### src/rtl/alu_ctrl.sv
// Sequencer for an 8-bit ALU: runs narrow (one pass) or wide (two chained passes) operations,
// plus mode instructions that only present an opcode; result and NVCZ flags are registered.
module alu_ctrl (
  input  logic        clk,
  input  logic        rst,
  input  logic        req_valid,
  output logic        req_ready,
  input  logic [7:0]  req_op,
  input  logic        req_wide,
  input  logic [15:0] req_a,
  input  logic [15:0] req_b,
  output logic [7:0]  alu_a,
  output logic [7:0]  alu_b,
  output logic [7:0]  alu_cins,
  output logic        alu_oe,
  output logic        alu_carryin,
  input  logic [7:0]  alu_out,
  input  logic        alu_carryout,
  input  logic        alu_over,
  output logic        rsp_valid,
  input  logic        rsp_ready,
  output logic [15:0] rsp_data,
  output logic [3:0]  flags
);

  typedef enum logic [2:0] {StIdle, StLo, StHi, StMode, StResp} state_e;

  state_e      state_q;
  logic [7:0]  op_q;
  logic        wide_q;
  logic [7:0]  a_hi_q;
  logic [7:0]  b_hi_q;
  logic [7:0]  res_lo_q;

  logic        is_mode_op;
  logic [15:0] wide_res;

  assign is_mode_op = (req_op >= 8'h40) && (req_op <= 8'h44);
  assign wide_res   = {alu_out, res_lo_q};

  // All ALU drive outputs are registered and loaded on the edge that enters the state using them.
  always_ff @(posedge clk or posedge rst) begin
    if (rst) begin
      state_q     <= StIdle;
      op_q        <= 8'h00;
      wide_q      <= 1'b0;
      a_hi_q      <= 8'h00;
      b_hi_q      <= 8'h00;
      res_lo_q    <= 8'h00;
      req_ready   <= 1'b1;
      alu_a       <= 8'h00;
      alu_b       <= 8'h00;
      alu_cins    <= 8'h00;
      alu_oe      <= 1'b0;
      alu_carryin <= 1'b0;
      rsp_valid   <= 1'b0;
      rsp_data    <= 16'h0000;
      flags       <= 4'h0;
    end else begin
      unique case (state_q)
        StIdle: begin
          if (req_valid) begin
            op_q      <= req_op;
            wide_q    <= req_wide;
            a_hi_q    <= req_a[15:8];
            b_hi_q    <= req_b[15:8];
            req_ready <= 1'b0;
            alu_cins  <= req_op;
            if (is_mode_op) begin
              state_q <= StMode;
            end else begin
              state_q     <= StLo;
              alu_a       <= req_a[7:0];
              alu_b       <= req_b[7:0];
              alu_oe      <= 1'b1;
              alu_carryin <= 1'b0;
            end
          end
        end

        StLo: begin
          res_lo_q <= alu_out;
          if (wide_q) begin
            state_q     <= StHi;
            alu_a       <= a_hi_q;
            alu_b       <= b_hi_q;
            alu_cins    <= op_q;
            // Low-pass carry feeds the high pass.
            alu_carryin <= alu_carryout;
          end else begin
            state_q     <= StResp;
            alu_a       <= 8'h00;
            alu_b       <= 8'h00;
            alu_cins    <= 8'h00;
            alu_oe      <= 1'b0;
            alu_carryin <= 1'b0;
            rsp_valid   <= 1'b1;
            rsp_data    <= {8'h00, alu_out};
            flags       <= {alu_out[7], alu_over, alu_carryout, (alu_out == 8'h00)};
          end
        end

        StHi: begin
          state_q     <= StResp;
          alu_a       <= 8'h00;
          alu_b       <= 8'h00;
          alu_cins    <= 8'h00;
          alu_oe      <= 1'b0;
          alu_carryin <= 1'b0;
          rsp_valid   <= 1'b1;
          rsp_data    <= wide_res;
          flags       <= {alu_out[7], alu_over, alu_carryout, (wide_res == 16'h0000)};
        end

        StMode: begin
          // Mode ops produce a zero result and leave the flags untouched.
          state_q   <= StResp;
          res_lo_q  <= 8'h00;
          alu_cins  <= 8'h00;
          rsp_valid <= 1'b1;
          rsp_data  <= 16'h0000;
        end

        StResp: begin
          if (rsp_ready) begin
            state_q   <= StIdle;
            rsp_valid <= 1'b0;
            req_ready <= 1'b1;
          end
        end

        default: begin
          state_q     <= StIdle;
          req_ready   <= 1'b1;
          rsp_valid   <= 1'b0;
          alu_a       <= 8'h00;
          alu_b       <= 8'h00;
          alu_cins    <= 8'h00;
          alu_oe      <= 1'b0;
          alu_carryin <= 1'b0;
        end
      endcase
    end
  end

endmodule

### config.mk
export PLATFORM = sky130hd
export DESIGN_NAME = alu_ctrl
export DESIGN_NICKNAME = d
export VERILOG_FILES = /design/src/rtl/alu_ctrl.sv
export SDC_FILE = /design/constraint.sdc
export NUM_CORES = 1
export LEC_CHECK = 0
export CAP_MARGIN = 20
export CORE_MARGIN = 10
export CORE_UTILIZATION = 48
export DETAILED_ROUTE_END_ITERATION = 10
export PLACE_DENSITY_LB_ADDON = 0.3
export SETUP_SLACK_MARGIN = 0.15
export SYNTH_ARGS = -nofsm -noshare
export SYNTH_HDL_FRONTEND = slang
export SYNTH_SLANG_ARGS = --single-unit
### constraint.sdc
create_clock -name clk -period 3.55 [get_ports clk]
set_input_delay 0.71 -clock clk [delete_from_list [all_inputs] [get_ports clk]]
set_output_delay 0.71 -clock clk [all_outputs]
set_load 0.1 [all_outputs]
==> impl_metrics.yaml, run 1 <==
outcome:
  outcome: "finished, final reports clean"
cells_and_area:
  drive_above_1_share_pct: 19.6
  final_net_count: 458
  num_antenna_cells: 0
  final_cell_mix: "101 x clkdlybuf4s50_1, 83 x dfrtp_1, 36 x mux2_2, 24 x a22o_1, 21 x nand2_1"
  layout_commonest_cell: "clkdlybuf4s50_1"
  syn2layout_area_growth_pct: 36.8
critical_path:
  crit_chain: "nor2_1, a221oi_4, mux2_2"
  cpPeakStageDelay_ns: 1.00
  r2r_setup_slack_ns: 0.93
  cp_max_fo: 26
  cp-start-kind: "register"
  critPathSlowestCell: "a221oi_4"
  r2r_start: "state_q[1]"
  cp.arrival_ns: 2.85
  reg2reg_to: "alu_b[7]"
  crit_type: "reg2reg"
  reg2reg_depth: 3
  worst_ep_required_time_ns: 3.78
  end_kind: "register"
job:
  drv_cap: 0
floorplanning:
  die_area_um2: 11600
  ioPinCount: 103
  die_h_um: 108
  rows: 31
  start_util_pct: 50.3
  chipWidth_um: 108
  core_um2: 7370
clock_network:
  cts_resized: 0
  worst_skew_pair.late_latency_ns: 0.34
  cts_tree: "yes"
  cts.sinks: 84
  clkSlewWorstSetupHoldPaths_ns: 0.08
  ctsHoldBuffers: 0
  clockRootBuffer: "clkbuf_8"
  numCtsBuffers: 9
  cts.htree.levels: 3
  clk_path_buf_depth: 2
  post-cts-setup-buffers: 0
sta:
  finalSetupTns_ns: 0
  setup_viol: 0
  finalHoldViolations: 0
  max_freq_mhz: 381
  slew_headroom_pct: 26.8
  drv_slew: 0
  finalClockSkew_ns: 0.00825
  fin_crit_sh_pct: 73.9
  fin_crit_ns: 2.62
  rsz0062_at_grt: "false"
  worstMarginPinSlew_ns: 1.10
hold_path:
  hp-class: "reg2reg"
  min_to: "req_ready"
  whs_path_depth: 2
  hp-start: "req_ready"
yosys:
  seq_area_frac_synth_pct: 56.7
  ys_warn_count: 0
  synth_cells: 301
  synthesis.nets: 356
  synth_top_family_by_area: "compound AO/OA/AOI/OAI gates"
  netlist_area_um2: 3710
  ys_types: 32
  synth-seq-cells: 84
  muxShareOfSynthArea_pct: 14.6
  synth_simple_gate_area_share_pct: 10.1
  synth.avg_cell_area_um2: 12.3
  synth_xor_xnor_area_share_pct: 0
  async_reset_ff_share_pct: 100
  synthAdderAreaFrac_pct: 0
  synth-compound-area-share_pct: 15.6
  ys.flop_type: "dfrtp_1"
  synth-edff-count: 0
routing:
  num_vias: 2762
  drt_pre_antenna_iters: 4
  finalWirelength_um: 9230
  drt_iter0_markers: 114
  drc: 0
  wl_per_cell_um: 18.2
  viasPerCell: 5.45
  ant_nets: 0
global_route:
  grt_max_degree: 61
  grt_pass1_wl_um: 15100
  antenna_found_initial: 0
  grt_pass1_vias: 2890
  globalRoute.totalOverflow: 0
  grt_util_all_layers_pct: 16.2
placed_design:
  portBuffers: 102
  hpwlAfterDp_um: 6820
  gp_congestion: 0.771
==> critical path: cells and delay by family, from the launching register on <==
family | cells | cell delay, ns
DFF | 1 | 0.88
muxes | 1 | 0.42
AOI/OAI and AO/OA | 1 | 1.00
and+or+nand+nor | 1 | 0.20
==> final cells by class <==
| class | count | area [µm²] |
|---|---|---|
| tap | 99 | 124 |
| fill | 565 | 2300 |
| inverter | 4 | 16.3 |
| sequential | 84 | 2100 |
| timing repair buffer | 111 | 1100 |
| clock buffer | 12 | 145 |
| multi-input combinational | 193 | 1510 |
| clock inverter | 4 | 72.6 |
==> sequential cells by signal, indices dropped and copies added, names as in the netlist <==
| name | count |
|---|---|
| alu_cins | 8 |
| wide_q | 1 |
| alu_oe | 1 |
| rsp_valid | 1 |
| flags | 4 |
| res_lo_q | 8 |
| req_ready | 1 |
| state_q | 3 |
| op_q | 8 |
| alu_carryin | 1 |
| alu_a | 8 |
| alu_b | 8 |
| b_hi_q | 8 |
| rsp_data | 16 |
| a_hi_q | 8 |
==> logic make-up (layout without fill, tap and decap cells) <==
| group | after synthesis | in the layout |
|---|---|---|
| AOI/OAI and AO/OA | 78 | 78 |
| muxes | 45 | 45 |
| DFF | 84 | 84 |
| buffers and inverters | 24 | 131 |
| and+or+nand+nor | 70 | 70 |
==> Yosys cell counts (2+ instances only) <==
library cell | number | area share [%]
nor2b_1 | 2 | 0.34
buf_2 | 3 | 0.40
a22oi_1 | 8 | 1.6
nand2b_1 | 14 | 2.4
mux2_4 | 9 | 3.6
clkbuf_1 | 15 | 1.5
a2bb2oi_1 | 8 | 1.9
o21ai_0 | 20 | 2.7
nor3_1 | 2 | 0.27
a22o_1 | 24 | 5.7
nor4_1 | 4 | 0.67
or3b_2 | 2 | 0.47
dfrtp_1 | 83 | 56
nor3b_1 | 8 | 1.6
a21oi_1 | 12 | 1.6
o21bai_1 | 2 | 0.40
mux2_2 | 36 | 11
nand2_1 | 21 | 2.1
nor2_1 | 12 | 1.2
inv_1 | 4 | 0.40
==> worst max-delay path by stage <==
stage	start	slack (ns)	cells past startpoint	to
final	state_q[1]	0.93	3	alu_b[7]
after global routing	state_q[1]	0.73	3	alu_b[0]
after CTS	state_q[1]	0.88	3	alu_b[0]
after detailed placement	req_valid	0.64	4	alu_b[7]
after global placement	req_valid	0.69	4	alu_b[7]
after floorplan	rst	0.68	1	a_hi_q[0]
==> through the flow <==
| step | setup slack (ns) | cells | hold WS, ns | area (µm²) | utilization [%] |
|---|---|---|---|---|---|
| 5_1_grt | 0.727 | 507 | 0.498 | 5070 | 68.8 |
| 2_1_floorplan | 0.677 | 301 | 0.464 | 3710 | - |
| 3_3_place_gp | 0.693 | 490 | 0.456 | 4840 | 65.6 |
| 6_report | 0.927 | 507 | 0.464 | 5070 | 68.8 |
| 3_5_place_dp | 0.643 | 490 | 0.454 | 4840 | 65.6 |
| 4_1_cts | 0.883 | 506 | 0.467 | 5050 | 68.6 |
==> layer usage <==
layer / GRT usage, % / up-vias / part of all wire, %
met4: 5.53 / 0 / 1.2
li1: - / 1297 / -
met5: 0 / - / 0
met3: 4.91 / 9 / 8.2
met2: 26.2 / 95 / 50
met1: 20.2 / 1361 / 41
Power of run 1 is left out: the tool's default activity adds up to more than one toggle a clock period on the data nets, which glitch-free logic cannot reach.
==> inputs of run 2 (changes only) <==
- clock period: 3.55 -> 2.7 ns (I/O delays scaled with it)
==> run 2 against run 1 <==
Effect of this change:
- global-route usage decreased by 0.30 points
- hold slack worse by 0.00089 ns
- sequential share of layout area up 0.62 points
- register-to-register slack worse by 0.56 ns
- cell count up 1.2%
- critical endpoint unchanged
- final area down 1.5%
==> impl_metrics.yaml, run 2 (synthesized netlist as in run 1, its figures left out) <==
cells_and_area:
  syn2layout_area_growth_pct: 34.7
  largest_reg_flops: 16
  multi_input_area_um2: 1510
  n_fill_cell: 593
  drive_above_1_share_pct: 32.6
  final_core_util_pct: 67.8
  layout_commonest_cell: "dfrtp_1"
  ff_latch_area_um2: 2100
  top_register: "rsp_data"
  num_antenna_cells: 0
  final_net_count: 464
  final_cell_mix: "83 x dfrtp_1, 61 x buf_4, 54 x clkdlybuf4s50_1, 36 x mux2_2, 24 x a22o_1"
sta:
  finalClockSkew_ns: 0.00937
  fin_crit_ns: 2.34
  drv_slew: 0
  slew_headroom_pct: 25.7
  fin_crit_sh_pct: 86.5
  max_freq_mhz: 428
  finalHoldViolations: 0
  worstMarginPinSlew_ns: 1.11
  setup_viol: 0
  rsz0062_at_grt: "false"
clock_network:
  cts.htree.levels: 3
  clk_path_buf_depth: 2
  cts.sinks: 84
  ctsHoldBuffers: 0
  cts_tree: "yes"
  clockRootBuffer: "clkbuf_8"
  worst_skew_pair.late_latency_ns: 0.35
  numCtsBuffers: 9
  clkSlewWorstSetupHoldPaths_ns: 0.09
  post-cts-setup-buffers: 0
  cts_resized: 0
critical_path:
  crit_type: "reg2reg"
  cp.arrival_ns: 2.58
  cp-start-kind: "register"
  end_kind: "register"
  worst_ep_required_time_ns: 2.94
  r2r_start: "state_q[1]"
  cp_max_fo: 17
  crit_start: "state_q[1]"
routing:
  drc: 0
  finalWirelength_um: 9020
  num_vias: 2689
  drt_pre_antenna_iters: 4
  drt_iter0_markers: 90
  wl_per_cell_um: 17.6
  viasPerCell: 5.24
  ant_nets: 0
floorplanning:
  die_area_um2: 11600
  start_util_pct: 50.3
  die_h_um: 108
  core_um2: 7370
  rows: 31
  ioPinCount: 103
  chipWidth_um: 108
global_route:
  antenna_found_initial: 0
  grt_pass1_vias: 2899
  grt_max_degree: 50
  grt_util_all_layers_pct: 15.9
  globalRoute.totalOverflow: 0
  grt_pass1_wl_um: 14700
job:
  drv_cap: 0
placed_design:
  portBuffers: 102
  hpwlAfterDp_um: 6670
  gp_congestion: 0.778
hold_path:
  hp-class: "reg2reg"
  hp-start: "req_ready"
outcome:
  outcome: "finished, final reports clean"
run 2: worst paths after layout:
path	depth (start not counted)	end	slack [ns]
setup / recovery	5	alu_b[7]	0.36
hold / removal	2	req_ready	0.46
setup reg to reg	5	alu_b[7]	0.36
hold reg to reg	2	req_ready	0.46
max in group asynchronous	3	req_ready	1.68
min in group asynchronous	3	op_q[5]	0.60
run 2: area by class of cell:
class                      count  area share [%]
sequential                    84            42.1
multi-input combinational    193            30.3
timing repair buffer         117            20.8
clock buffer                   9            2.48
tap                           99            2.48
clock inverter                 7            1.53
inverter                       4           0.375
run 2: critical path, cell delays in order, from the launching register on:
cell	delay, ns
dfrtp_1	0.49
buf_4	0.23
nand2b_1	0.10
inv_1	0.07
a221oi_4	0.91
mux2_2	0.42
run 2: per-layer routing:
metal	vias to the layer above	track usage (%)	wire, µm
met3	12	5.57	658
met5	-	0	0
met2	71	25.3	4340
li1	1311	-	-
met1	1295	19.5	3870
met4	0	6.11	151
run 2: through the flow:
step / hold slack [ns] / cells / TNS [ns] / worst slack, ns / cell area, µm²
2_1_floorplan: 0.464 / 301 / 0 / 0.703 / 3710
3_3_place_gp: 0.452 / 497 / 0 / 0.00794 / 4800
3_5_place_dp: 0.455 / 497 / -0.294 / -0.0483 / 4800
4_1_cts: 0.468 / 513 / 0 / 0.357 / 5000
5_1_grt: 0.497 / 513 / 0 / 0.207 / 5000
6_report: 0.463 / 513 / 0 / 0.364 / 5000
Power of run 2 is left out for the same reason.
==> RTL edit 1: new RTL, config.mk and constraints of run 1 <==
The 5 states of `state_e` get a one-hot encoding in 5 bits.
--- a/src/rtl/alu_ctrl.sv
+++ b/src/rtl/alu_ctrl.sv
@@ -25,3 +25,3 @@
 
-  typedef enum logic [2:0] {StIdle, StLo, StHi, StMode, StResp} state_e;
+  typedef enum logic [4:0] {StIdle = 5'b00001, StLo = 5'b00010, StHi = 5'b00100, StMode = 5'b01000, StResp = 5'b10000} state_e;
 
Check against the original RTL: no difference found for any inputs over 10 cycles, from zero or initial values and one cycle with rst high; not proved beyond that.
==> RTL edit 1 against run 1 <==
Sequential cell count is 2 higher. Design area is 0.37% higher. Wire length is 0.76% higher. Critical path depth is 2 lower. Synthesized area is 3.5% higher. First-iteration DRC count is 44% lower. Worst hold slack better by 30 ps. Highest routed layer unchanged. Worst setup slack better by 33 ps.
Power is left out: the tool's default activity adds up to more than one toggle a clock period on the data nets, which glitch-free logic cannot reach.
==> RTL edit 1: results (changes against run 1) <==
[layout]
drive_gt1_share_pct=21.9  ; +2.3 points
final_nets=434  ; -5.2%

[setup_path]
r2r_slack_ps=1130  ; +200 ps
r2r_cells=5  ; +2
cp_slowest_cell=clkdlybuf4s50_1
path_max_fanout=2  ; -92%
critPathTopFamily=buffers and inverters
critPathMaxStageDelay_ps=1170  ; +170 ps
r2r-end=alu_a[1]

[hold_path]
hold_path.startpoint=alu_cins[4]
hold_path_class=flip-flop to flip-flop
whs_endpoint=alu_cins[4]

[global_routing]
grt_pass1_wl_mm=14.9  ; -1.6%
grt_start_max_net_pins=52  ; -15%
grt_use_total_pct=15.9  ; -0.33 points

[route]
vias_per_cell=5.55  ; +1.8%
routed_wl_mm=9.30  ; +0.76%
first_iter_violations=64  ; -44%
firstDrtPassIters=6  ; +2

[logic_synthesis]
syn_area_per_cell_um2=13.7  ; +11%
yosys-top-cells-area=dfrtp_1, mux2_2, a22o_1
ys_seq_area_share_pct=56.1  ; -0.59 points
syn_nets=335  ; -5.9%
synthTopCellsByCount=dfrtp_1, mux2_2, a22o_1

[placed_design]
dp_slack_ps=807  ; +164 ps
placedCellCount=470  ; -4.1%
gp_congestion=0.775  ; +0.51%

[outcome]
status=completed

[timing]
skew_ps=12.6  ; +4.37 ps
tightest_slew_ps=1010  ; -83.4 ps
post-route-period-util_pct=73.0  ; -0.93 points

[cts]
root_buffer=clkbuf_8

-- RTL edit 1: cell types whose count changed after synthesis, sizes merged, moves of 8 or more --
cell / change
clkbuf: -13
nor3b: -8
a21oi: -9
a2bb2oi: -8
o21ai: -8
a22o: +17
nand2b: -14
buf: +11
-- RTL edit 1: per-layer routing --
| layer | track usage (%) | wire length (um) | part of all wire, % |
|---|---|---|---|
| met2 | 25.3 | 4610 | 50 |
| met1 | 18.8 | 3700 | 40 |
| met4 | 6.23 | 163 | 1.8 |
| met3 | 6.55 | 828 | 8.9 |
| met5 | 0 | 0 | 0 |
-- RTL edit 1: final cells by class --
type / instances / area (um^2)
Timing Repair Buffer: 106 / 1060
Multi-Input combinational cell: 174 / 1540
Tap cell: 102 / 128
Clock buffer: 11 / 131
Inverter: 2 / 8.76
Sequential cell: 86 / 2150
Clock inverter: 4 / 72.6
Fill cell: 605 / 2680
-- RTL edit 1: cell families after synthesis --
kind of cell | after synthesis | share of synthesized area [%]
compound gates | 72 | 15.8
simple gates | 47 | 7.92
xor+xnor | 3 | 0.684
buf+inv | 20 | 3.81
mux | 52 | 15.6
flops | 86 | 56.1
-- RTL edit 1: per-stage QoR --
stage | area [um^2] | hold slack [ps]
final | 5090 | 494
after global routing | 5090 | 519
after CTS | 5090 | 498
after detailed placement | 4890 | 478
after global placement | 4890 | 474
after floorplan | 3840 | 465
-- RTL edit 1: how the worst max path moves through the flow --
stage | from | to | cells after the start
after floorplan | rst | a_hi_q[0] | 1
after global placement | req_valid | alu_cins[0] | 4
after detailed placement | req_valid | alu_cins[0] | 4
after CTS | alu_carryin | alu_carryin | 1
after global routing | alu_b[2] | alu_b[2] | 1
final | alu_carryin | alu_carryin | 1
==> RTL edit 2: new RTL, flow settings as in run 1 <==
Made on the original files. Register the output `flags` once more, with the module's reset; this adds one clock of latency there. The other outputs are not delayed to match. Comments in the files are not updated.
--- a/src/rtl/alu_ctrl.sv
+++ b/src/rtl/alu_ctrl.sv
@@ -26,2 +26,4 @@
   typedef enum logic [2:0] {StIdle, StLo, StHi, StMode, StResp} state_e;
+
+  logic [3:0] flags_s0;
 
@@ -57,3 +59,3 @@
       rsp_data    <= 16'h0000;
-      flags       <= 4'h0;
+      flags_s0    <= 4'h0;
     end else begin
@@ -98,3 +100,3 @@
             rsp_data    <= {8'h00, alu_out};
-            flags       <= {alu_out[7], alu_over, alu_carryout, (alu_out == 8'h00)};
+            flags_s0    <= {alu_out[7], alu_over, alu_carryout, (alu_out == 8'h00)};
           end
@@ -111,3 +113,3 @@
           rsp_data    <= wide_res;
-          flags       <= {alu_out[7], alu_over, alu_carryout, (wide_res == 16'h0000)};
+          flags_s0    <= {alu_out[7], alu_over, alu_carryout, (wide_res == 16'h0000)};
         end
@@ -145,2 +147,10 @@
 
+  always_ff @(posedge clk or posedge rst) begin
+    if (rst) begin
+      flags <= '0;
+    end else begin
+      flags <= flags_s0;
+    end
+  end
+
 endmodule
Formal check against the unedited RTL: not equivalent (Yosys sat finds a counterexample within 4 cycles, from zero or initial values and one cycle with rst high).
==> RTL edit 2 against run 1 <==
Sequential cell count up 4. Critical path depth down 2. Highest routed layer unchanged. Register-to-register slack better by 130 ps. Design area up 1.1%. Wire length up 1.2%. First-iteration DRC count up 7.9%. Count of clock-buffer cells in the layout down 2. Synthesized area up 4.0%. Worst setup slack better by 27 ps. Via count up 0.25%.
Power is left out: the tool's default activity adds up to more than one toggle a clock period on the data nets, which glitch-free logic cannot reach.
==> RTL edit 2: results (changes against run 1) <==
[timing]
skew_ps=10.3  ; +2.05 ps
tightest_slew_ps=1010  ; -88.1 ps

[setup_path]
cp_slowest_cell=clkdlybuf4s50_1
path_max_fanout=2  ; -92%
critPathTopFamily=buffers and inverters
critPathMaxStageDelay_ps=1170  ; +170 ps
cp.arrival_ps=1890  ; -960 ps
cp-startpoint=alu_a[1]
r2r_start=state_q[0]
critPathKind=flip-flop to primary output

[logic_synthesis]
syn_nets=361  ; +1.4%
ys_seq_area_share_pct=57.1  ; +0.39 points
synth_fa_ha_area_share_pct=0  ; unchanged
yosysUniqueCellTypes=37  ; +16%
synth-compound-area-share_pct=14.1  ; -1.5 points
yosysWarnings=0  ; unchanged
synthXorXnorAreaFrac_pct=0  ; unchanged
synthTopCellsByCount=dfrtp_1, mux2_2, a22o_1
synthFlopType=dfrtp_1
muxShareOfSynthArea_pct=14.0  ; -0.57 points
async_reset_ff_share_pct=100  ; unchanged
yosys-top-cells-area=dfrtp_1, mux2_2, a22o_1

[global_routing]
met3_usage_pct=4.15  ; -0.76 points
use_met1_pct=21.5  ; +1.3 points
grt_pass1_vias=2841  ; -1.7%
antenna_found_initial=0  ; unchanged
grt_util_met2_pct=23.2  ; -3.1 points
grt_pass1_wl_mm=14.8  ; -2.0%
grt_use_total_pct=15.6  ; -0.60 points
grt_start_max_net_pins=51  ; -16%

[layout]
final_nets=459  ; +0.22%
largest_reg_flops=16  ; unchanged
regMostFlops=rsp_data
drive_gt1_share_pct=16.6  ; -3.0 points
num_antenna_cells=0  ; unchanged

[cts]
root_buffer=clkbuf_8
cts_max_level=3  ; unchanged
clock_latency_ps=340  ; about the same
cts_buffers=9  ; unchanged
cts_buffer_depth=2  ; unchanged
cts_resized=0  ; unchanged
clk_pin_slew_ps=90
postCtsSetupBuffers=0  ; unchanged

[hold_path]
hold_path.startpoint=flags_s0[0]
hold_path_class=flip-flop to flip-flop

[route]
vias_per_cell=5.42  ; -0.53%
wl_per_cell_um=18.3  ; +0.39%
firstDrtPassIters=4  ; unchanged
first_iter_violations=123  ; +7.9%

[outcome]
status=completed

[placed_design]
gp_congestion=0.779  ; +1.1%
port_buffers=102  ; unchanged
hpwlAfterDp_mm=6.72  ; -1.4%

RTL edit 2: cell types whose count changed after synthesis, sizes merged, moves of 2 or more:
cell / delta
dfrtp: +4
clkbuf: -6
o21ai: -2
nor3b: +2
buf: +7
nand2: +2
nor3: +2
or3b: -2
RTL edit 2: routing by layer:
layer  share of wire [%]  vias to the layer above
met5                   0                        -
met4                 1.1                        0
met3                 8.2                        9
met2                  46                       96
met1                  45                     1374
li1                    -                     1290
RTL edit 2: logic make-up after synthesis:
logic type	count (synthesis)
flops	88
compound gates	75
simple gates	73
mux	45
buf+inv	25
RTL edit 2: worst paths after layout:
path	to	slack, ps	depth (start not counted)
max in group asynchronous	req_ready	2050	3
hold reg to reg	flags[0]	370	0
min in group asynchronous	flags_s0[2]	760	2
setup reg to reg	op_q[2]	1060	5
hold / removal	flags[0]	370	0
setup / recovery	alu_a[1]	950	1
RTL edit 2: metrics by stage:
stage                     instances  hold WS [ps]  utilization (%)  area (um^2)  setup WS [ps]
final                           511           370             66.0         5130            953
after global routing            511           382             66.0         5130            904
after CTS                       511           372             66.0         5130            933
after detailed placement        495           361             63.4         4930            988
after global placement          495           354             63.4         4930           1030
after floorplan                 306           350                -         3860            563
RTL edit 2: area by class of cell:
type                            count  area [um^2]
Inverter                            4         16.3
Multi-Input combinational cell    193         1490
Clock inverter                      6         66.3
Tap cell                          102          128
Sequential cell                    88         2200
Fill cell                         597         2640
Clock buffer                       10          138
Timing Repair Buffer              108         1090
